===== src/rtl/pc_seq_pkg.sv =====
`default_nettype none
// ============================================================================
// Module   : pc_seq_pkg
// Brief    : Shared types and constants for the program-counter sequencer.
// Revision : 1.0 - initial release
// ============================================================================
package pc_seq_pkg;

    localparam int RAS_DEPTH_DEF = 4;
    localparam int RAS_CNT_W     = $clog2(RAS_DEPTH_DEF + 1);

    typedef enum logic [0:0] {
        RUN    = 1'b0,
        HALTED = 1'b1
    } pc_state_e;

    typedef enum logic [2:0] {
        HOLD   = 3'd0,
        INC    = 3'd1,
        BRANCH = 3'd2,
        JUMP   = 3'd3,
        CALL   = 3'd4,
        RET    = 3'd5
    } pc_act_e;

endpackage
`default_nettype wire


===== src/rtl/ras_stack.sv =====
`default_nettype none
// ============================================================================
// Module   : ras_stack
// Brief    : Circular return-address LIFO; a push when full overwrites the oldest entry.
// Revision : 1.0 - initial release
// ============================================================================
module ras_stack
    import pc_seq_pkg::*;
#(
    parameter int WIDTH = 9,
    parameter int DEPTH = RAS_DEPTH_DEF,
    parameter int CNT_W = RAS_CNT_W
) (
    input  logic             clk,
    input  logic             reset,
    input  logic             push,
    input  logic             pop,
    input  logic [WIDTH-1:0] push_data,
    output logic [WIDTH-1:0] top,
    output logic [CNT_W-1:0] count,
    output logic             full,
    output logic             empty
);

    localparam int PTR_W = (DEPTH > 1) ? $clog2(DEPTH) : 1;
    localparam logic [PTR_W-1:0] c_LAST = PTR_W'(DEPTH - 1);

    logic [WIDTH-1:0] r_mem [DEPTH];
    logic [PTR_W-1:0] r_wr_ptr;
    logic [CNT_W-1:0] r_count;
    logic [PTR_W-1:0] w_top_ptr;
    logic [PTR_W-1:0] w_next_ptr;

    // r_wr_ptr is the next free slot; the top of stack sits just below it.
    assign w_top_ptr  = (r_wr_ptr == '0) ? c_LAST : r_wr_ptr - PTR_W'(1);
    assign w_next_ptr = (r_wr_ptr == c_LAST) ? '0 : r_wr_ptr + PTR_W'(1);

    assign full  = (r_count == CNT_W'(DEPTH));
    assign empty = (r_count == '0);
    assign count = r_count;
    assign top   = r_mem[w_top_ptr];

    always_ff @(posedge clk) begin
        if (reset) begin
            r_wr_ptr <= '0;
            r_count  <= '0;
        end else if (push) begin
            r_wr_ptr <= w_next_ptr;
            if (!full) begin
                r_count <= r_count + CNT_W'(1);
            end
        end else if (pop && !empty) begin
            r_wr_ptr <= w_top_ptr;
            r_count  <= r_count - CNT_W'(1);
        end
    end

    always_ff @(posedge clk) begin
        if (push) begin
            r_mem[r_wr_ptr] <= push_data;
        end
    end

endmodule
`default_nettype wire


===== src/rtl/pc_sequencer.sv =====
`default_nettype none
// ============================================================================
// Module   : pc_sequencer
// Brief    : Program counter with branch/jump/call/return and halt/resume control.
// Revision : 1.0 - initial release
// ============================================================================
module pc_sequencer
    import pc_seq_pkg::*;
#(
    parameter int              PC_W      = 9,
    parameter int              OFF_W     = 8,
    parameter int              RAS_DEPTH = RAS_DEPTH_DEF,
    parameter logic [PC_W-1:0] RESET_PC  = '0
) (
    input  logic                             clk,
    input  logic                             reset,
    input  logic                             enable,
    input  logic                             branch,
    input  logic [OFF_W-1:0]                 offset,
    input  logic                             jump,
    input  logic [PC_W-1:0]                  target,
    input  logic                             call,
    input  logic                             ret,
    input  logic                             halt,
    input  logic                             resume,
    output logic [PC_W-1:0]                  pc,
    output logic                             halted,
    output logic [$clog2(RAS_DEPTH+1)-1:0]   ras_count,
    output logic                             ras_full,
    output logic                             ras_empty,
    output logic                             ras_ovf,
    output logic                             ras_unf
);

    localparam int CNT_W = $clog2(RAS_DEPTH + 1);

    pc_state_e        r_state;
    pc_state_e        w_state_nxt;
    pc_act_e          w_act;
    logic [PC_W-1:0]  r_pc;
    logic [PC_W-1:0]  w_pc_nxt;
    logic [PC_W-1:0]  w_pc_inc;
    logic [PC_W-1:0]  w_off_ext;
    logic [PC_W-1:0]  w_ras_top;
    logic             r_ovf;
    logic             r_unf;
    logic             w_push;
    logic             w_pop;

    assign w_pc_inc  = r_pc + PC_W'(1);
    assign w_off_ext = PC_W'(signed'(offset));

    // Priority decode; halt wins over every other strobe and produces no PC change.
    always_comb begin
        w_act = HOLD;
        if (r_state == RUN && enable && !halt) begin
            if (ret)         w_act = RET;
            else if (call)   w_act = CALL;
            else if (jump)   w_act = JUMP;
            else if (branch) w_act = BRANCH;
            else             w_act = INC;
        end
    end

    always_comb begin
        w_state_nxt = r_state;
        case (r_state)
            RUN:     if (enable && halt) w_state_nxt = HALTED;
            HALTED:  if (resume)         w_state_nxt = RUN;
            default: w_state_nxt = RUN;
        endcase
    end

    always_comb begin
        w_pc_nxt = r_pc;
        case (w_act)
            INC:     w_pc_nxt = w_pc_inc;
            BRANCH:  w_pc_nxt = r_pc + w_off_ext;
            JUMP:    w_pc_nxt = target;
            CALL:    w_pc_nxt = target;
            RET:     w_pc_nxt = ras_empty ? w_pc_inc : w_ras_top;
            default: w_pc_nxt = r_pc;
        endcase
    end

    assign w_push = (w_act == CALL);
    assign w_pop  = (w_act == RET) && !ras_empty;

    always_ff @(posedge clk) begin
        if (reset) begin
            r_state <= RUN;
            r_pc    <= RESET_PC;
            r_ovf   <= 1'b0;
            r_unf   <= 1'b0;
        end else begin
            r_state <= w_state_nxt;
            r_pc    <= w_pc_nxt;
            if (w_push && ras_full)                r_ovf <= 1'b1;
            if ((w_act == RET) && ras_empty)       r_unf <= 1'b1;
        end
    end

    ras_stack #(
        .WIDTH (PC_W),
        .DEPTH (RAS_DEPTH),
        .CNT_W (CNT_W)
    ) u_ras (
        .clk       (clk),
        .reset     (reset),
        .push      (w_push),
        .pop       (w_pop),
        .push_data (w_pc_inc),
        .top       (w_ras_top),
        .count     (ras_count),
        .full      (ras_full),
        .empty     (ras_empty)
    );

    assign pc      = r_pc;
    assign halted  = (r_state == HALTED);
    assign ras_ovf = r_ovf;
    assign ras_unf = r_unf;

endmodule
`default_nettype wire

===== config.mk =====
export PLATFORM = sky130hd
export DESIGN_NAME = pc_sequencer
export DESIGN_NICKNAME = d
export VERILOG_FILES = /design/src/rtl/pc_seq_pkg.sv /design/src/rtl/ras_stack.sv /design/src/rtl/pc_sequencer.sv
export SDC_FILE = /design/constraint.sdc
export NUM_CORES = 1
export LEC_CHECK = 0
export CAP_MARGIN = 10
export CORE_UTILIZATION = 49
export DETAILED_ROUTE_END_ITERATION = 10
export PLACE_DENSITY_LB_ADDON = 0.25
export SLEW_MARGIN = 25
export SYNTH_ARGS = -nofsm -noshare
export SYNTH_HDL_FRONTEND = slang
export SYNTH_SLANG_ARGS = --single-unit

===== constraint.sdc =====
create_clock -name clk -period 2.3 [get_ports clk]
set_input_delay 0.23 -clock clk [delete_from_list [all_inputs] [get_ports clk]]
set_output_delay 0.23 -clock clk [all_outputs]
set_load 0.01 [all_outputs]

* After elaboration in Yosys (flattened, before gate mapping)
Memories as Yosys holds them, arrays and structs flattened.
Cells that the tools add are included.
** Operators by class
- Add/subtract/negate cells :: 6
- Multipliers :: 0
- Div/mod/pow operators :: 0
- $lt $le $gt $ge :: 0
- Equality and inequality tests :: 8
- Shift operators :: 0
- Muxes and demuxes :: 19
- Bitwise operators :: 1
- Reduce and logical (&&, ||, !) cells :: 15
** Operators by type and width (number)
- one-hot mux 9 bit (4 select lines) :: 1
- two-way mux 3 bit :: 6
- two-way mux 2 bit :: 6
- adder 9 x 1 -> 9 bit (second input constant) :: 1
- adder 9 bit :: 1
- equality test 3 bit (second input constant) :: 3
- two-way mux 9 bit :: 1
- logical AND 1 bit :: 7
- equality test 3 x 2 -> 1 bit (second input constant) :: 2
- two-way mux 1 bit :: 4
- nonzero test 4 bit :: 1
- adder 3 x 1 -> 3 bit (second input constant) :: 1
- equality test 3 x 1 -> 1 bit (second input constant) :: 1
- zero test 3 bit :: 1
- subtractor 3 x 1 -> 3 bit (second input constant) :: 1
- adder 2 x 1 -> 2 bit (second input constant) :: 1
- equality test 2 bit (second input constant) :: 1
- zero test 1 bit :: 2
- zero test 2 bit :: 1
- inequality test 2 bit (second input constant) :: 1
- one-hot mux 1 bit (2 select lines) :: 1
- AND reduction 2 bit :: 1
- nonzero test 2 bit :: 1
- OR reduction 2 bit :: 1
- 2 further kinds :: 2
** Word-level totals
- Bits in registers :: 17
- Latch bits :: 0
- Memory bits (writable) :: 36
- Bits in read-only memories :: 0
- Input port bits :: 26
- Output and inout port bits :: 17
- Word-level logic and storage cells :: 56
- Memories kept :: 1
** Memory list
- u_ras.r_mem :: depth 4, bits a word 9, read ports 1, clocked after memory_dff 0, wr ports 1, line ras_stack.sv:28 : logic [WIDTH-1:0] r_mem [DEPTH];

* Depth between registers and ports, before layout
Gate-level depths: netlist (run 1).
- Depth after elaboration :: 10
- Gate-level depth with buffers :: 9
- Gate-level depth less buffers :: 8

* Cells and area by module
Synthesis (run 1) repeated with hierarchy kept, for this count alone.
** Unflattened totals
- Cell total of the unflattened synthesis :: 284
- Area, all modules :: 3083.0 µm²
** Modules (own cells, without submodules)
- ras_stack :: instances 1, cells each 123, area each 1790.5 µm², sequential area each 1181.1 µm²
- pc_sequencer :: instances 1, cells each 161, area each 1292.5 µm², sequential area each 240.2 µm²

* Worst setup path after synthesis (run 1)
OpenSTA, ideal clock, no wires.
- Path kind :: register to register
- Start point :: register r_state, in the netlist halted
- End point :: register u_ras.r_count[2], in the netlist u_ras.count[2]
- Library setup time :: 0.115 ns
- Data arrival time :: 1.988 ns
- Required time :: 2.185 ns
- Setup slack :: 0.198 ns
- Cell stages (with the launch flop) :: 9
- Path buffers :: 1
- Path through :: dfxtp_1 -> or3b_1 -> buf_6 -> nor3b_4 -> inv_2 -> fa_1 -> a22oi_2 -> xnor2_1 -> nor2_1
** Between the ends
- Word-level cells in the longest chain between the ends :: 9
- Elaborated cells between the ends (all ways) :: 12
- Classes of those cells :: 3 x eq/ne; 2 x mux; 1 x bitwise; 6 x reduce/logical
** RTL lines
- from (decl) :: line pc_sequencer.sv:37 : pc_state_e r_state;
- from (signal assigned) :: line pc_sequencer.sv:96 : r_state <= w_state_nxt;
- NOT 1 bit (*)
- logical AND 1 bit (*) (2 in series) :: line pc_sequencer.sv:56 : if (r_state == RUN && enable && !halt) begin
- two-way mux 3 bit (*) :: line pc_sequencer.sv:56
- equality test 3 bit :: line pc_sequencer.sv:87 : assign w_pop = (w_act == RET) && !ras_empty;
- logical AND 1 bit :: line pc_sequencer.sv:87
- logical AND 1 bit :: line ras_stack.sv:52 : end else if (pop && !empty) begin
- nonzero test 2 bit (no line)
- AND reduction 2 bit (no line)
- to (signal assigned) :: line ras_stack.sv:50 : r_count <= r_count + CNT_W'(1);
- to (signal assigned) :: line ras_stack.sv:54 : r_count <= r_count - CNT_W'(1);
- to (decl) :: line ras_stack.sv:30 : logic [CNT_W-1:0] r_count;
Mark *: on every way between the ends. The rest lies on a longest branch, timed or not.
A chain may end at the register's enable or synchronous reset.

* Final worst setup path (run 1)
- Start point :: register r_pc[1], in the netlist pc[1]
- End point :: register r_pc[8], in the netlist pc[8]
** Between the ends
- Word-level cells in the longest chain between the ends :: 3
- Elaborated cells between the ends (all ways) :: 4
- Classes of those cells :: 2 x add/sub; 2 x mux
** RTL lines
- from (decl) :: line pc_sequencer.sv:40 : logic [PC_W-1:0] r_pc;
- from (signal assigned) :: line pc_sequencer.sv:97 : r_pc <= w_pc_nxt;
- adder 9 x 1 -> 9 bit (*) :: line pc_sequencer.sv:50 : assign w_pc_inc = r_pc + PC_W'(1);
- named net u_ras.push_data[8] :: line ras_stack.sv:18 : input logic [WIDTH-1:0] push_data,
- two-way mux 9 bit :: line pc_sequencer.sv:81 : RET: w_pc_nxt = ras_empty ? w_pc_inc : w_ras_top;
- one-hot mux 9 bit (4 select lines) (*) :: line pc_sequencer.sv:76 : case (w_act)
Mark *: on every way through the listed nets, which the timed path passes. The rest lies on a longest branch.

==> results of run 1 <==
-- Yosys cell counts, types with 2 or more instances --
cell      instances
o21a_1            6
clkbuf_1          2
a21boi_0          2
a21o_1            3
mux2i_1           2
dfxtp_1          17
a311oi_1          4
and2_1            2
nand2b_1          2
edfxtp_1         36
a221oi_1          4
a31oi_1           7
nor2_1           24
ha_1             13
nand2_1          14
a211oi_1          5
nor2b_1           2
and2_2            4
fa_1              2
xor2_1            6
nand4_1           3
mux4_2            9
nor3_1            6
nand3_1           4
inv_1            10
xnor2_1           6
nand3b_1          3
o21ai_0          17
buf_6             3
and4_1            2
a21oi_1          14
-- routing by layer --
layer / routed length [um] / global-route usage / vias to the layer above
li1: - / - / 1094
met1: 3060 / 0.323 / 1115
met2: 3450 / 0.399 / 90
met3: 441 / 0.0389 / 13
met4: 146 / 0.0873 / 0
met5: 0 / 0 / -
-- power by group through the flow --
stage                     clock (mW)  sequential, mW  combinational [mW]
after global routing           0.623            1.09               0.533
final                          0.576            1.08               0.488
after floorplan                    0            1.11               0.271
after CTS                      0.591            1.08               0.485
after global placement             0            1.10               0.474
after detailed placement           0            1.10               0.482
-- layout by cell type, fill, tap and decap left out, types with 3 or more instances in the layout --
cell type        count
clkdlybuf4s50_1     42
edfxtp_1            36
nor2_1              24
buf_4               18
o21ai_0             17
dfxtp_1             17
nand2_1             14
a21oi_1             14
ha_1                13
inv_1               10
mux4_2               9
a31oi_1              7
nor3_1               6
xor2_1               6
xnor2_1              6
o21a_1               6
a211oi_1             5
clkbuf_8             5
nand3_1              4
and2_2               4
a221oi_1             4
a311oi_1             4
a21o_1               3
nand4_1              3
nand3b_1             3
-- metrics by stage --
stage,util,hold slack [ns]
2_1_floorplan,-,0.417
3_3_place_gp,0.623,0.447
3_5_place_dp,0.623,0.469
4_1_cts,0.641,0.498
5_1_grt,0.641,0.520
6_report,0.641,0.486
-- worst paths after layout --
check             to  cells after the start  slack, ns  startpoint
max            pc[8]                      6       0.19       pc[1]
min          ras_unf                      2       0.49     ras_unf
max reg2reg    pc[8]                      6       0.19       pc[1]
min reg2reg  ras_unf                      2       0.49     ras_unf
-- kinds of logic after synthesis --
logic type,Yosys count,share of synthesized area
AOI/OAI and AO/OA,72,0.165
adders and majority gates,15,0.0690
xor gates and xnor gates,12,0.0358
DFF,53,0.484
muxes,12,0.0796
buffers and inverters,19,0.0370
and+or+nand+nor,73,0.130
-- flip-flops by register name, indices dropped and copies added, names as in the netlist --
| register | flops |
|---|---|
| halted | 1 |
| pc | 9 |
| ras_ovf | 1 |
| ras_unf | 1 |
| u_ras.count | 3 |
| u_ras.r_mem | 36 |
| u_ras.r_wr_ptr | 2 |
-- area by class of cell --
type / count / share of cell area
clock buffers: 5 / 0.0190
clock inverters: 3 / 0.00796
inverters: 11 / 0.0114
multi-input cells: 184 / 0.390
flip-flops and latches: 53 / 0.393
well taps: 72 / 0.0249
repair buffers: 60 / 0.154
-- critical path, stage by stage (launching register included) --
cell,delay (ns)
dfxtp_1,0.49
ha_1,0.28
nand2_1,0.11
nor3_1,0.37
xor2_1,0.43
a221oi_1,0.19
a21oi_1,0.17
==> flow_metrics.env, run 1 <==
export IMPL_switching_share=0.289
export IMPL_synth_top_area_frac=0.368
export IMPL_syn_area_mm2=0.00294
export IMPL_p_seq_frac=0.504
export IMPL_root_buffer="clkbuf_8"
export IMPL_cts_htree_levels=2
export IMPL_start_kind="register"
export IMPL_drv_slew=0
export IMPL_finalWeightedCongestion=0.905
export IMPL_fp_dieH_um=79.4
export IMPL_worst_pin_slew_ns=0.484
export IMPL_clock_fmax_mhz=473
export IMPL_nFillCells=466
export IMPL_slew_headroom=0.676
export IMPL_setup_viol=0
export IMPL_status="complete, no violations"
export IMPL_drt_pass1_iter_count=5
export IMPL_synthFlopType="edfxtp_1"
export IMPL_internal_power_mw=1.52
export IMPL_num_rows=27
export IMPL_dpl_cell_area_mm2=0.00352
export IMPL_power_leakage_nw=1.29
export IMPL_nets=356
export IMPL_ys_types=53
export IMPL_power_mw=2.15
export IMPL_drc=0
export IMPL_ant_nets=0
export IMPL_cts_setup_buffers=0
export IMPL_ys_warnings_count=0
export IMPL_num_io_pins=43
export IMPL_grt_pass1_wl_um=11300
export IMPL_cp_end_kind="register"
export IMPL_final_setup_tns_ns=0
export IMPL_yosysTopAreaCell="edfxtp_1"
export IMPL_areaGrowthSynthToFinish_pct=23.0
export IMPL_grt_max_degree=20
export IMPL_die_w_um=79.4
export IMPL_antenna_found_initial=0
export IMPL_cts_tree="done"
export IMPL_grtUsageTotal=0.243
export IMPL_rsz0062_at_grt="no"
export IMPL_drive_gt1_frac=0.146
export IMPL_vias=2312
export IMPL_clock_sinks=53
export IMPL_seqCellArea_mm2=0.00142
export IMPL_critPathMaxFanout=7
export IMPL_die_area_mm2=0.00631
export IMPL_diodes=0
export IMPL_avgSynthCellArea_um2=11.5
export IMPL_final_cells=388
export IMPL_path_class="register to register"
export IMPL_period_minus_slack_ns=2.11
export IMPL_post_drt_via_cell_ratio=5.96
export IMPL_dr_first_iter_drc_count=198
export IMPL_cts_reportedPaths_clkPinSlew_ns=0.11
export IMPL_routed_wirelength_um=7090
export IMPL_clockBufferDepth=2
export IMPL_async_reset_ff_frac=0
export IMPL_clockPowerShare=0.269
export IMPL_hpwlAfterDp_um=5310
export IMPL_peakVddDrop_v=0.000376
export IMPL_grt_ovfl_total=0
export IMPL_finClkSkew_ns=0.00892
export IMPL_power_density_mw_per_mm2=594
export IMPL_grt_pass1_vias=2281
export IMPL_pre_cts_ws_ns=-0.0324
export IMPL_cts_buffers=5
export IMPL_setup_slack_ns=0.188
export IMPL_ys_ff_latch=53
export IMPL_dpl_cell_count=380
export IMPL_critPathArrivalTime_ns=2.36
export IMPL_clk_latency_ns=0.32
export IMPL_multiInputGateArea_mm2=0.00141
export IMPL_combPwrFrac=0.227
export IMPL_synthTopCellsByArea="edfxtp_1, dfxtp_1, mux4_2, ha_1, nor2_1"
export IMPL_post_cts_resized=0
export IMPL_syn_nets=297
export IMPL_ys_seq_area_frac=0.484
export IMPL_hold_buffers=0
export IMPL_synth_cells=256
export IMPL_hold_viol_final=0
export IMPL_port_buffers=42
export IMPL_synth_edf_count=36
export IMPL_power_switching_mw=0.621
export IMPL_worstPathRequired_ns=2.55
export IMPL_drv_cap=0
export IMPL_hp_class="register to register"
export IMPL_initial_core_util=0.521
export IMPL_core_region_area_mm2=0.00564
export IMPL_final_area_mm2=0.00361
export IMPL_wl_per_cell_um=18.3
export IMPL_post_route_period_util=0.918
(Power assumes the default switching activity.)
==> run 2: changes to the inputs <==
--- a/config.mk
+++ b/config.mk
@@ -6,7 +6,7 @@
 export NUM_CORES = 1
 export LEC_CHECK = 0
 export CAP_MARGIN = 10
-export CORE_UTILIZATION = 49
+export CORE_UTILIZATION = 54
 export DETAILED_ROUTE_END_ITERATION = 10
 export PLACE_DENSITY_LB_ADDON = 0.25
 export SLEW_MARGIN = 25
==> constraint.sdc (replaced) <==
create_clock -name clk -period 2.2 [get_ports clk]
set_input_delay 0.22 -clock clk [delete_from_list [all_inputs] [get_ports clk]]
set_output_delay 0.22 -clock clk [all_outputs]
set_load 0.01 [all_outputs]
==> flow_metrics.env, run 2 (synthesized netlist as in run 1, its figures left out) <==
export IMPL_status="complete, no violations"
export IMPL_diodes=0
export IMPL_post_drt_via_cell_ratio=5.87
export IMPL_grt_ovfl_total=0
export IMPL_use_met2=0.402
export IMPL_die_w_um=75.8
export IMPL_pre_cts_ws_ns=-0.0877
export IMPL_drive_gt1_frac=0.162
export IMPL_ant_nets=0
export IMPL_cts_buffers=5
export IMPL_drt_pass1_iter_count=4
export IMPL_fp_dieH_um=75.8
export IMPL_dpl_cell_area_mm2=0.00358
export IMPL_drv_cap=0
export IMPL_peakVddDrop_v=0.000450
export IMPL_critPathMaxFanout=6
export IMPL_clock_sinks=53
export IMPL_clock_fmax_mhz=476
export IMPL_final_area_mm2=0.00368
export IMPL_switching_share=0.284
export IMPL_antenna_found_initial=0
export IMPL_routed_wirelength_um=6690
export IMPL_vias=2296
export IMPL_drc=0
export IMPL_multiInputGateArea_mm2=0.00141
export IMPL_ff2ff_path_depth=6
export IMPL_period_minus_slack_ns=2.10
export IMPL_p_seq_frac=0.508
export IMPL_cts_tree="done"
export IMPL_rsz0062_at_grt="no"
export IMPL_power_switching_mw=0.634
export IMPL_cp_end_kind="output port"
export IMPL_final_core_util=0.711
export IMPL_hold_slack_ns=0.483
export IMPL_path_class="register to output port"
export IMPL_hold_buffers=0
export IMPL_hold_viol_final=0
export IMPL_clk_latency_ns=0.31
export IMPL_seqCellArea_mm2=0.00142
export IMPL_root_buffer="clkbuf_8"
export IMPL_grt_pass1_wl_um=10500
export IMPL_final_common_cell="clkdlybuf4s50_1"
export IMPL_grt_pass1_vias=2105
export IMPL_power_leakage_nw=1.32
export IMPL_largest_register="u_ras.r_mem"
export IMPL_largest_reg_flops=36
export IMPL_finClkSkew_ns=0.00983
export IMPL_power_mw=2.23
export IMPL_cts_htree_levels=2
export IMPL_busiest_layer="met2"
export IMPL_drv_slew=0
export IMPL_core_region_area_mm2=0.00517
export IMPL_worstPathRequired_ns=1.98
export IMPL_met1_usage=0.362
export IMPL_setup_slack_ns=0.100
export IMPL_hold_path_depth=2
export IMPL_grt_max_degree=20
export IMPL_power_density_mw_per_mm2=607
export IMPL_cts_reportedPaths_clkPinSlew_ns=0.10
export IMPL_clockPowerShare=0.264
export IMPL_setup_viol=0
export IMPL_num_rows=26
export IMPL_initial_core_util=0.568
export IMPL_dr_first_iter_drc_count=171
export IMPL_combPwrFrac=0.228
export IMPL_die_area_mm2=0.00574
export IMPL_slew_headroom=0.603
export IMPL_final_cell_mix="clkdlybuf4s50_1, edfxtp_1, nor2_1, buf_4, o21ai_0"
export IMPL_internal_power_mw=1.60
export IMPL_critPathArrivalTime_ns=1.88
export IMPL_use_met3=0.0437
export IMPL_finalWeightedCongestion=0.856
export IMPL_num_io_pins=43
export IMPL_areaGrowthSynthToFinish_pct=25.1
export IMPL_hp_class="register to register"
export IMPL_wl_per_cell_um=17.1
export IMPL_start_kind="register"
export IMPL_grtUsageTotal=0.255
export IMPL_post_route_period_util=0.954
export IMPL_worst_pin_slew_ns=0.590
export IMPL_hpwlAfterDp_um=4990
export IMPL_clockBufferDepth=2
export IMPL_port_buffers=42
export IMPL_nFillCells=388
export IMPL_nets=361
## run 2: path summary, 6_finish.rpt
path                      from        end  slack (ns)
max reg2reg  u_ras.r_wr_ptr[1]      pc[7]        0.13
min                    ras_ovf    ras_ovf        0.48
max             u_ras.count[0]  ras_empty        0.10
min reg2reg            ras_ovf    ras_ovf        0.48
## run 2: repair_timing
action / CTS / global route
buffers inserted: 0 / 0
setup endpoints to repair: 0 / 2
gates resized for setup: 0 / 1
hold endpoints to repair: 0 / 0
## run 2: routing by layer
metal | vias up | part of all wire
li1 | 1105 | -
met1 | 1103 | 0.46
met2 | 72 | 0.46
met3 | 16 | 0.061
met4 | 0 | 0.022
met5 | - | 0
## run 2: power by group through the flow
stage               clock (mW)  sequential (mW)  combinational [mW]
floorplan                    0             1.16               0.284
global placement             0             1.15               0.494
detailed placement           0             1.15               0.501
CTS                      0.593             1.13               0.505
global route             0.639             1.14               0.558
finish                   0.590             1.13               0.508
## run 2: critical path, cell delays in order (launching register included)
cell and delay, ns:
dfxtp_1 0.39, nor3_1 0.53, clkdlybuf4s50_1 0.65
## run 2: area by class of cell
class	instances	share of cell area
well taps	70	0.0238
clock inverters	3	0.00783
multi-input cells	184	0.383
clock buffers	5	0.0187
repair buffers	65	0.168
inverters	11	0.0112
flip-flops and latches	53	0.387
## run 2: stage by stage
step | std cells | setup TNS (ns)
floorplan | 256 | 0
global placement | 383 | -0.169
detailed placement | 383 | -0.250
CTS | 391 | 0
global route | 391 | 0
finish | 391 | 0
